[src/rtl/axi_slave_aw_ctrl_pkg.sv]
// Shared AXI write-address types and constants for the slave AW/W stages.
package axi_slave_aw_ctrl_pkg;

    localparam int AXI_ID_WIDTH   = 4;
    localparam int AXI_DATA_WIDTH = 128;

    typedef enum logic [1:0] {
        BURST_FIXED = 2'b00,
        BURST_INCR  = 2'b01,
        BURST_WRAP  = 2'b10
    } axi_burst_e;

    typedef struct packed {
        logic [AXI_ID_WIDTH-1:0] id;
        logic [15:0]             addr;
        logic [3:0]              len;
    } aw_entry_t;

    // Byte offset within the 4 KB page plus burst length must not pass 4096.
    function automatic logic crosses_4k(input logic [11:0] offs, input logic [3:0] len,
                                        input int unsigned beat_bytes);
        logic [13:0] end_byte;
        end_byte = {2'b00, offs} + 14'((32'(len) + 32'd1) * beat_bytes);
        return end_byte > 14'd4096;
    endfunction

endpackage

[src/rtl/axi_aw_fifo.sv]
// Show-ahead synchronous FIFO with occupancy count; head reads as zero when empty.
module axi_aw_fifo #(
    parameter int WIDTH = 24,
    parameter int DEPTH = 4
) (
    input  logic                     clk,
    input  logic                     rst,
    input  logic                     wr_en,
    input  logic [WIDTH-1:0]         din,
    input  logic                     rd_en,
    output logic [WIDTH-1:0]         dout,
    output logic                     empty,
    output logic                     full,
    output logic [$clog2(DEPTH):0]   count
);

    localparam int PW = $clog2(DEPTH);

    logic [WIDTH-1:0] mem [DEPTH];
    logic [PW-1:0]    wptr;
    logic [PW-1:0]    rptr;
    logic             push;
    logic             pop;

    assign empty = (count == '0);
    assign full  = (count == (PW+1)'(DEPTH));
    assign push  = wr_en && !full;
    assign pop   = rd_en && !empty;
    assign dout  = empty ? '0 : mem[rptr];

    always_ff @(posedge clk) begin
        if (push) begin
            mem[wptr] <= din;
        end
    end

    always_ff @(posedge clk) begin
        if (rst) begin
            wptr  <= '0;
            rptr  <= '0;
            count <= '0;
        end else begin
            if (push) begin
                wptr <= wptr + PW'(1);
            end
            if (pop) begin
                rptr <= rptr + PW'(1);
            end
            if (push && !pop) begin
                count <= count + (PW+1)'(1);
            end else if (pop && !push) begin
                count <= count - (PW+1)'(1);
            end
        end
    end

endmodule

[src/rtl/axi_slave_aw_ctrl.sv]
// AXI slave AW front end: handshake, buffering for the W stage, and a sticky
// check against the supported subset (INCR, full-width beats, no 4 KB crossing).
module axi_slave_aw_ctrl
    import axi_slave_aw_ctrl_pkg::*;
#(
    parameter int ADDR_WIDTH = 16,
    parameter int DATA_WIDTH = AXI_DATA_WIDTH,
    parameter int ID_WIDTH   = AXI_ID_WIDTH,
    parameter int FIFO_DEPTH = 4
) (
    input  logic                          clk,
    input  logic                          rst,
    input  logic                          awvalid_i,
    output logic                          awready_o,
    input  logic [ID_WIDTH-1:0]           awid_i,
    input  logic [ADDR_WIDTH-1:0]         awaddr_i,
    input  logic [3:0]                    awlen_i,
    input  logic [2:0]                    awsize_i,
    input  logic [1:0]                    awburst_i,
    output logic [ID_WIDTH-1:0]           awid_o,
    output logic [ADDR_WIDTH-1:0]         awaddr_o,
    output logic [3:0]                    awlen_o,
    output logic                          empty_o,
    input  logic                          rden_i,
    output logic [$clog2(FIFO_DEPTH):0]   count_o,
    output logic                          proto_err_o
);

    localparam int          ENTRY_W    = ID_WIDTH + ADDR_WIDTH + 4;
    localparam int unsigned BEAT_BYTES = DATA_WIDTH / 8;
    localparam int          BEAT_LOG2  = $clog2(BEAT_BYTES);

    logic               full;
    logic               push;
    logic               violation;
    logic [ENTRY_W-1:0] head;

    assign awready_o = !rst && !full;
    assign push      = awvalid_i && awready_o;

    assign violation = (awburst_i != BURST_INCR)
                    || (awsize_i != 3'(BEAT_LOG2))
                    || crosses_4k(awaddr_i[11:0], awlen_i, BEAT_BYTES);

    axi_aw_fifo #(
        .WIDTH (ENTRY_W),
        .DEPTH (FIFO_DEPTH)
    ) u_fifo (
        .clk   (clk),
        .rst   (rst),
        .wr_en (push),
        .din   ({awid_i, awaddr_i, awlen_i}),
        .rd_en (rden_i),
        .dout  (head),
        .empty (empty_o),
        .full  (full),
        .count (count_o)
    );

    assign {awid_o, awaddr_o, awlen_o} = head;

    always_ff @(posedge clk) begin
        if (rst) begin
            proto_err_o <= 1'b0;
        end else if (push && violation) begin
            proto_err_o <= 1'b1;
        end
    end

endmodule

[config.mk]
export PLATFORM = sky130hd
export DESIGN_NAME = axi_slave_aw_ctrl
export DESIGN_NICKNAME = d
export VERILOG_FILES = /design/src/rtl/axi_slave_aw_ctrl_pkg.sv /design/src/rtl/axi_aw_fifo.sv /design/src/rtl/axi_slave_aw_ctrl.sv
export SDC_FILE = /design/constraint.sdc
export NUM_CORES = 1
export LEC_CHECK = 0
export BUFFER_PORTS_ARGS = -buffer_cell sky130_fd_sc_hd__buf_2
export CORE_MARGIN = 5
export CORE_UTILIZATION = 51
export DETAILED_ROUTE_END_ITERATION = 6
export PLACE_DENSITY = 0.83
export SKIP_LAST_GASP = 1
export SLEW_MARGIN = 20
export SYNTH_ARGS = -nofsm -noshare
export SYNTH_HDL_FRONTEND = slang
export SYNTH_SLANG_ARGS = --single-unit
[constraint.sdc]
create_clock -name clk -period 2 [get_ports clk]
set_input_delay 0.1 -clock clk [delete_from_list [all_inputs] [get_ports clk]]
set_output_delay 0.1 -clock clk [all_outputs]
set_load 0.005 [all_outputs]
==> results.cfg, run 1 <==
[run]
maxCapViolCount = 0

[drt]
drt-total-wl_um = 8270
avgRoutedWirePerCell_um = 18.3
vias_per_cell = 5.39
dr_wl_met3_um = 470
maxUsedRoutingLayer = met4
drtIter0Drc = 87
vias = 2431
antenna_left = 0
drt-met1-wl_um = 3360
wl_met2_um = 4340
dr.pass1.iters = 4
drcViolationCount = 0

[clock_network]
clk_latency_ns = 0.35
clk_path_buf_depth = 2
cts.sinks = 106
clk_pin_slew_ns = 0.10
root_buffer = clkbuf_8
cts_tree = done
cts_made_buffers = 9
htree_levels = 3

[run_status]
outcome = complete, no violations

[layout]
n_antenna_cell = 0
nNetsFinal = 385
finalInstanceArea_um2 = 5440
drive_gt1_frac = 0.405
area_growth_pct = 23.2
fin_util = 0.633

[pwr]
ir_worst_vdd_v = 0.000920
power_leakage_nw = 1.98
totalPowerFinal_mw = 6.08
power.density_nw_per_um2 = 1120

[worst_setup_path]
crit_start = u_fifo.count[2]
cpLargestDelayFamily = simple AND/OR/NAND/NOR gates
worstSetupPathType = flop to flop
rr_endpoint = u_fifo.count[2]
cpPeakStageDelay_ns = 0.40
rrSetupSlack_ns = 0.02
crit_buf_inv = 1
slowest_stage = dfxtp_1
crit_chain = a21oi_4 > and2_4 > ha_4 > inv_1 > fa_2 > xor2_1 > or3_1 > a21oi_2
reg2reg_from = u_fifo.count[2]
cp-end-kind = flop
cp.arrival_ns = 2.28
reg2reg_depth = 8
crit_path_start_kind = flop
cp_data_required_time_ns = 2.29
path_max_fanout = 5

[timing]
tightest_slew_ns = 0.448
setup-violations-final = 0
rsz0062_at_grt = true
timing_hold_violations_final = 0
fin_skew_ns = 0.00896
fin_setup_tns_ns = 0
min_period_ns = 1.98
drv_slew = 0
fmax_ghz = 0.504
slew_headroom = 0.698
fin_crit_sh = 0.992

[synthesis]
synthTopCellsByArea = edfxtp_1, mux4_2, dfxtp_1
synth_top_area_frac = 0.653
yosys.area.top_type = edfxtp_1
ys_seq_elements = 106
ys_types = 39
syn-num-nets = 284
netlist_area_um2 = 4410
syn_area_per_cell_um2 = 18.6
syn_inst = 237
synth-seq-area-share = 0.699
ys_warn_count = 0

[floorplan]
die_width_um = 103
initial_core_util = 0.514
io_pins = 63
coreArea_um2 = 8590
die_y_um = 103
dieArea_um2 = 10600
row_count = 34

[placed_design]
post-dp-hpwl_um = 5350
dpl-instance-area_um2 = 5000
place_congestion = 0.789
io_buffer_count = 62

[global_route]
antenna_found_initial = 0
grt_pass1_vias = 2573
grt_max_degree = 27
grt_pass1_wl_um = 13100
grt_use_total = 0.168
grt_overflow = 0

[min_path]
hold_depth = 1
hold_path_class = primary input to flop
worstHoldEndpoint = u_fifo.mem[0][13]
min-delay-start = awaddr_i[9]
[worst max path at each step]
stage / end / slack (ns) / cells past startpoint
CTS: u_fifo.count[2] / -0.03 / 9
global placement: proto_err_o / 0.04 / 8
detailed placement: proto_err_o / -0.14 / 8
finish: u_fifo.count[2] / 0.02 / 8
global route: u_fifo.count[2] / -0.07 / 8
floorplan: u_fifo.count[2] / 0.008 / 10
[layout by cell type (no fill, tap or decap), drive strengths merged, types with 3 or more instances in the layout]
cell	netlist	routed
dlygate4sd3	0	18
buf	8	81
and3	5	5
edfxtp	96	96
nor2	7	7
nor2b	24	24
clkinv	0	3
a21oi	7	7
nand2	3	3
ha	12	12
dfxtp	10	10
xnor2	3	3
xor2	7	7
mux4	24	24
clkbuf	2	10
inv	7	10
[sequential cells by signal, indices dropped and copies added, names as in the netlist, named ones only]
name / cells
u_fifo.rptr: 2
proto_err_o: 1
u_fifo.mem: 96
u_fifo.wptr: 2
u_fifo.count: 3
[through the flow]
stage	std cells	setup slack [ns]	hold WS (ns)
final	451	0.0166	0.0142
after global routing	451	-0.0687	0.00683
after CTS	446	-0.0335	0.00135
after detailed placement	410	-0.135	0.319
after global placement	410	0.0388	0.315
after floorplan	237	0.00774	0.199
[report_power, final]
| group | internal (mW) | leakage, nW | total [mW] | switching, mW |
|---|---|---|---|---|
| clock network | 0.477 | 0.0936 | 1.22 | 0.738 |
| logic | 1.15 | 0.927 | 2.13 | 0.977 |
| registers | 2.61 | 0.955 | 2.73 | 0.121 |
[routing by layer]
metal / global-route usage / vias to the layer above
met5: 0 / -
met4: 0.0627 / 0
met3: 0.0244 / 7
met2: 0.297 / 72
met1: 0.211 / 1232
li1: - / 1120
[worst reg2reg max path, stage by stage, from the launching register on]
cell,delay (ns)
dfxtp_1,0.40
a21oi_4,0.18
and2_4,0.17
ha_4,0.13
inv_1,0.05
fa_2,0.33
xor2_1,0.18
or3_1,0.34
a21oi_2,0.15
[final cells by class]
| cell class | count | area (um^2) |
|---|---|---|
| Clock inverter | 7 | 61.3 |
| Inverter | 7 | 26.3 |
| Tap cell | 108 | 135 |
| Timing Repair Buffer | 100 | 721 |
| Multi-Input combinational cell | 114 | 1280 |
| Fill cell | 618 | 3150 |
| Clock buffer | 9 | 124 |
| Sequential cell | 106 | 3090 |
[cell families (layout without fill, tap and decap cells)]
family	after synthesis	count (layout)	share of synthesized area
adders and majority gates	14	14	0.0431
AOI/OAI and AO/OA	13	13	0.0210
muxes	25	25	0.125
DFF	106	106	0.699
xor gates and xnor gates	10	10	0.0198
and+or+nand+nor	52	52	0.0732
buffers and inverters	17	123	0.0196
[cell usage after synthesis (all sizes together)]
cell,count
edfxtp,96
mux4,24
nor2b,24
ha,12
dfxtp,10
buf,8
a21oi,7
inv,7
nor2,7
xor2,7
and3,5
nand2,3
xnor2,3
clkbuf,2
fa,2
nand3,2
nand3b,2
o21ai,2
a2111oi,1
a21o,1
and2,1
and2b,1
and4b,1
mux2i,1
nand2b,1
nand4,1
nor3,1
nor4,1
nor4b,1
o31ai,1
o32ai,1
or3,1
[timing repair]
item	4_1_cts	5_1_grt
gates cloned	0	1
endpoints found under the hold margin	72	0
pin swaps	1	2
setup endpoints to repair	20	21
hold buffers	18	0
buffers inserted	2	4
resized for setup	1	2
Note: power is estimated with default switching activity, not from simulation.
==> run 2, diff against run 1 <==
CAP_MARGIN = 10   (was default)
CORE_MARGIN = 2   (was 5)
PLACE_DENSITY = default   (was 0.83)
PLACE_DENSITY_LB_ADDON = 0.25   (was default)
==> results.cfg, run 2 (synthesis results as in run 1) <==
[run_status]
outcome = complete, no violations

[floorplan]
initial_core_util = 0.532
dieArea_um2 = 9410
row_count = 33
io_pins = 63
die_y_um = 97.0
die_width_um = 97.0
coreArea_um2 = 8300

[timing]
setup-violations-final = 0
rsz0062_at_grt = true
tightest_slew_ns = 0.353
slew_headroom = 0.762
fin_crit_sh = 0.953
drv_slew = 0
holdWs_ns = 0.0185
fmax_ghz = 0.525
fin_skew_ns = 0.0131
min_period_ns = 1.91
timing_hold_violations_final = 0

[layout]
area_growth_pct = 22.3
largestRegisters = u_fifo.mem x96, u_fifo.count x3
largest_reg_flops = 96
fin_util = 0.650
layout_commonest_cell = edfxtp_1
nNetsFinal = 383
largest_register = u_fifo.mem
n_antenna_cell = 0
layout_common_cells = edfxtp_1, buf_2, mux4_2, nor2b_1, dlygate4sd3_1
drive_gt1_frac = 0.390

[worst_setup_path]
path_max_fanout = 5
cp-end-kind = flop
cp.arrival_ns = 2.20
crit_path_start_kind = flop
cp_data_required_time_ns = 2.29
reg2reg_depth = 8
reg2reg_from = u_fifo.count[0]
worstSetupPathType = flop to flop
rrSetupSlack_ns = 0.09
rr_endpoint = u_fifo.count[2]

[placed_design]
place_congestion = 0.878
post-dp-hpwl_um = 5010
io_buffer_count = 62

[pwr]
power.density_nw_per_um2 = 1110
totalPowerFinal_mw = 5.99
ir_worst_vdd_v = 0.000511
power_leakage_nw = 1.96

[clock_network]
root_buffer = clkbuf_8
htree_levels = 3
cts_made_buffers = 9
cts.sinks = 106
clk_path_buf_depth = 2
cts_tree = done
clk_pin_slew_ns = 0.10
clk_latency_ns = 0.36

[global_route]
grt_max_degree = 27
antenna_found_initial = 0
grt_use_total = 0.180
grt_pass1_vias = 2511
grt_pass1_wl_um = 12800
grt_overflow = 0

[drt]
vias = 2363
antenna_left = 0
vias_per_cell = 5.30
drcViolationCount = 0
drt-total-wl_um = 7900
avgRoutedWirePerCell_um = 17.7
dr.pass1.iters = 4
drtIter0Drc = 122

[min_path]
worstHoldEndpoint = u_fifo.mem[3][13]
min-delay-start = awaddr_i[9]
hold_depth = 1
hold_path_class = primary input to flop

[run]
maxCapViolCount = 0
run 2: cell types whose count changed in the layout (fill, tap and decap cells not counted), sizes merged:
| cell | before | now |
|---|---|---|
| dlygate4sd3 | 18 | 20 |
| bufinv | 0 | 1 |
| inv | 10 | 7 |
| clkbuf | 10 | 11 |
| buf | 81 | 78 |
run 2: timing repair:
action                                 in CTS  in global routing
setup endpoints to repair                   0                  2
setup buffers                               0                  2
endpoints found under the hold margin      72                  0
hold buffers                               20                  0
gates resized for setup                     0                  4
run 2: worst max-delay path, stage by stage (launching register included):
cell and delay (ns):
dfxtp_4 0.39, nor3_4 0.19, nand2b_4 0.17, ha_4 0.14
inv_2 0.03, fa_2 0.32, xor2_1 0.17, or3_1 0.31
a21oi_1 0.12
run 2: worst max path at each step:
stage / start / to / slack [ns]
finish: u_fifo.count[0] / u_fifo.count[2] / 0.09
global route: awaddr_i[5] / proto_err_o / -0.005
CTS: awaddr_i[5] / proto_err_o / 0.01
detailed placement: awlen_i[0] / proto_err_o / -0.08
global placement: awlen_i[0] / proto_err_o / 0.04
floorplan: u_fifo.count[0] / u_fifo.count[2] / 0.008
run 2: power by group:
| part | internal, mW | total, mW | switching [mW] |
|---|---|---|---|
| sequential | 2.61 | 2.73 | 0.118 |
| clock | 0.578 | 1.24 | 0.658 |
| combinational | 1.08 | 2.03 | 0.947 |
run 2: routing by layer:
metal,routed length [um],vias up,global-route usage
met3,346,9,0.0405
met1,3510,1171,0.249
li1,-,1114,-
met2,3910,69,0.286
met5,0,-,0
met4,132,0,0.0628
run 2: stage by stage:
stage | setup TNS (ns) | instance area (um^2) | instances | worst slack [ns]
after global routing | -0.00496 | 5400 | 446 | -0.00496
final | 0 | 5400 | 446 | 0.0947
after detailed placement | -0.0847 | 4990 | 408 | -0.0847
after CTS | 0 | 5380 | 444 | 0.0148
after global placement | 0 | 4990 | 408 | 0.0438
after floorplan | 0 | 4450 | 237 | 0.00774
run 2: layout make-up:
class,instances,area [um^2]
sequential,106,3090
fill,590,2900
multi-input combinational,114,1280
timing repair buffer,98,681
clock buffer,11,131
tap,105,131
clock inverter,5,56.3
inverter,7,26.3
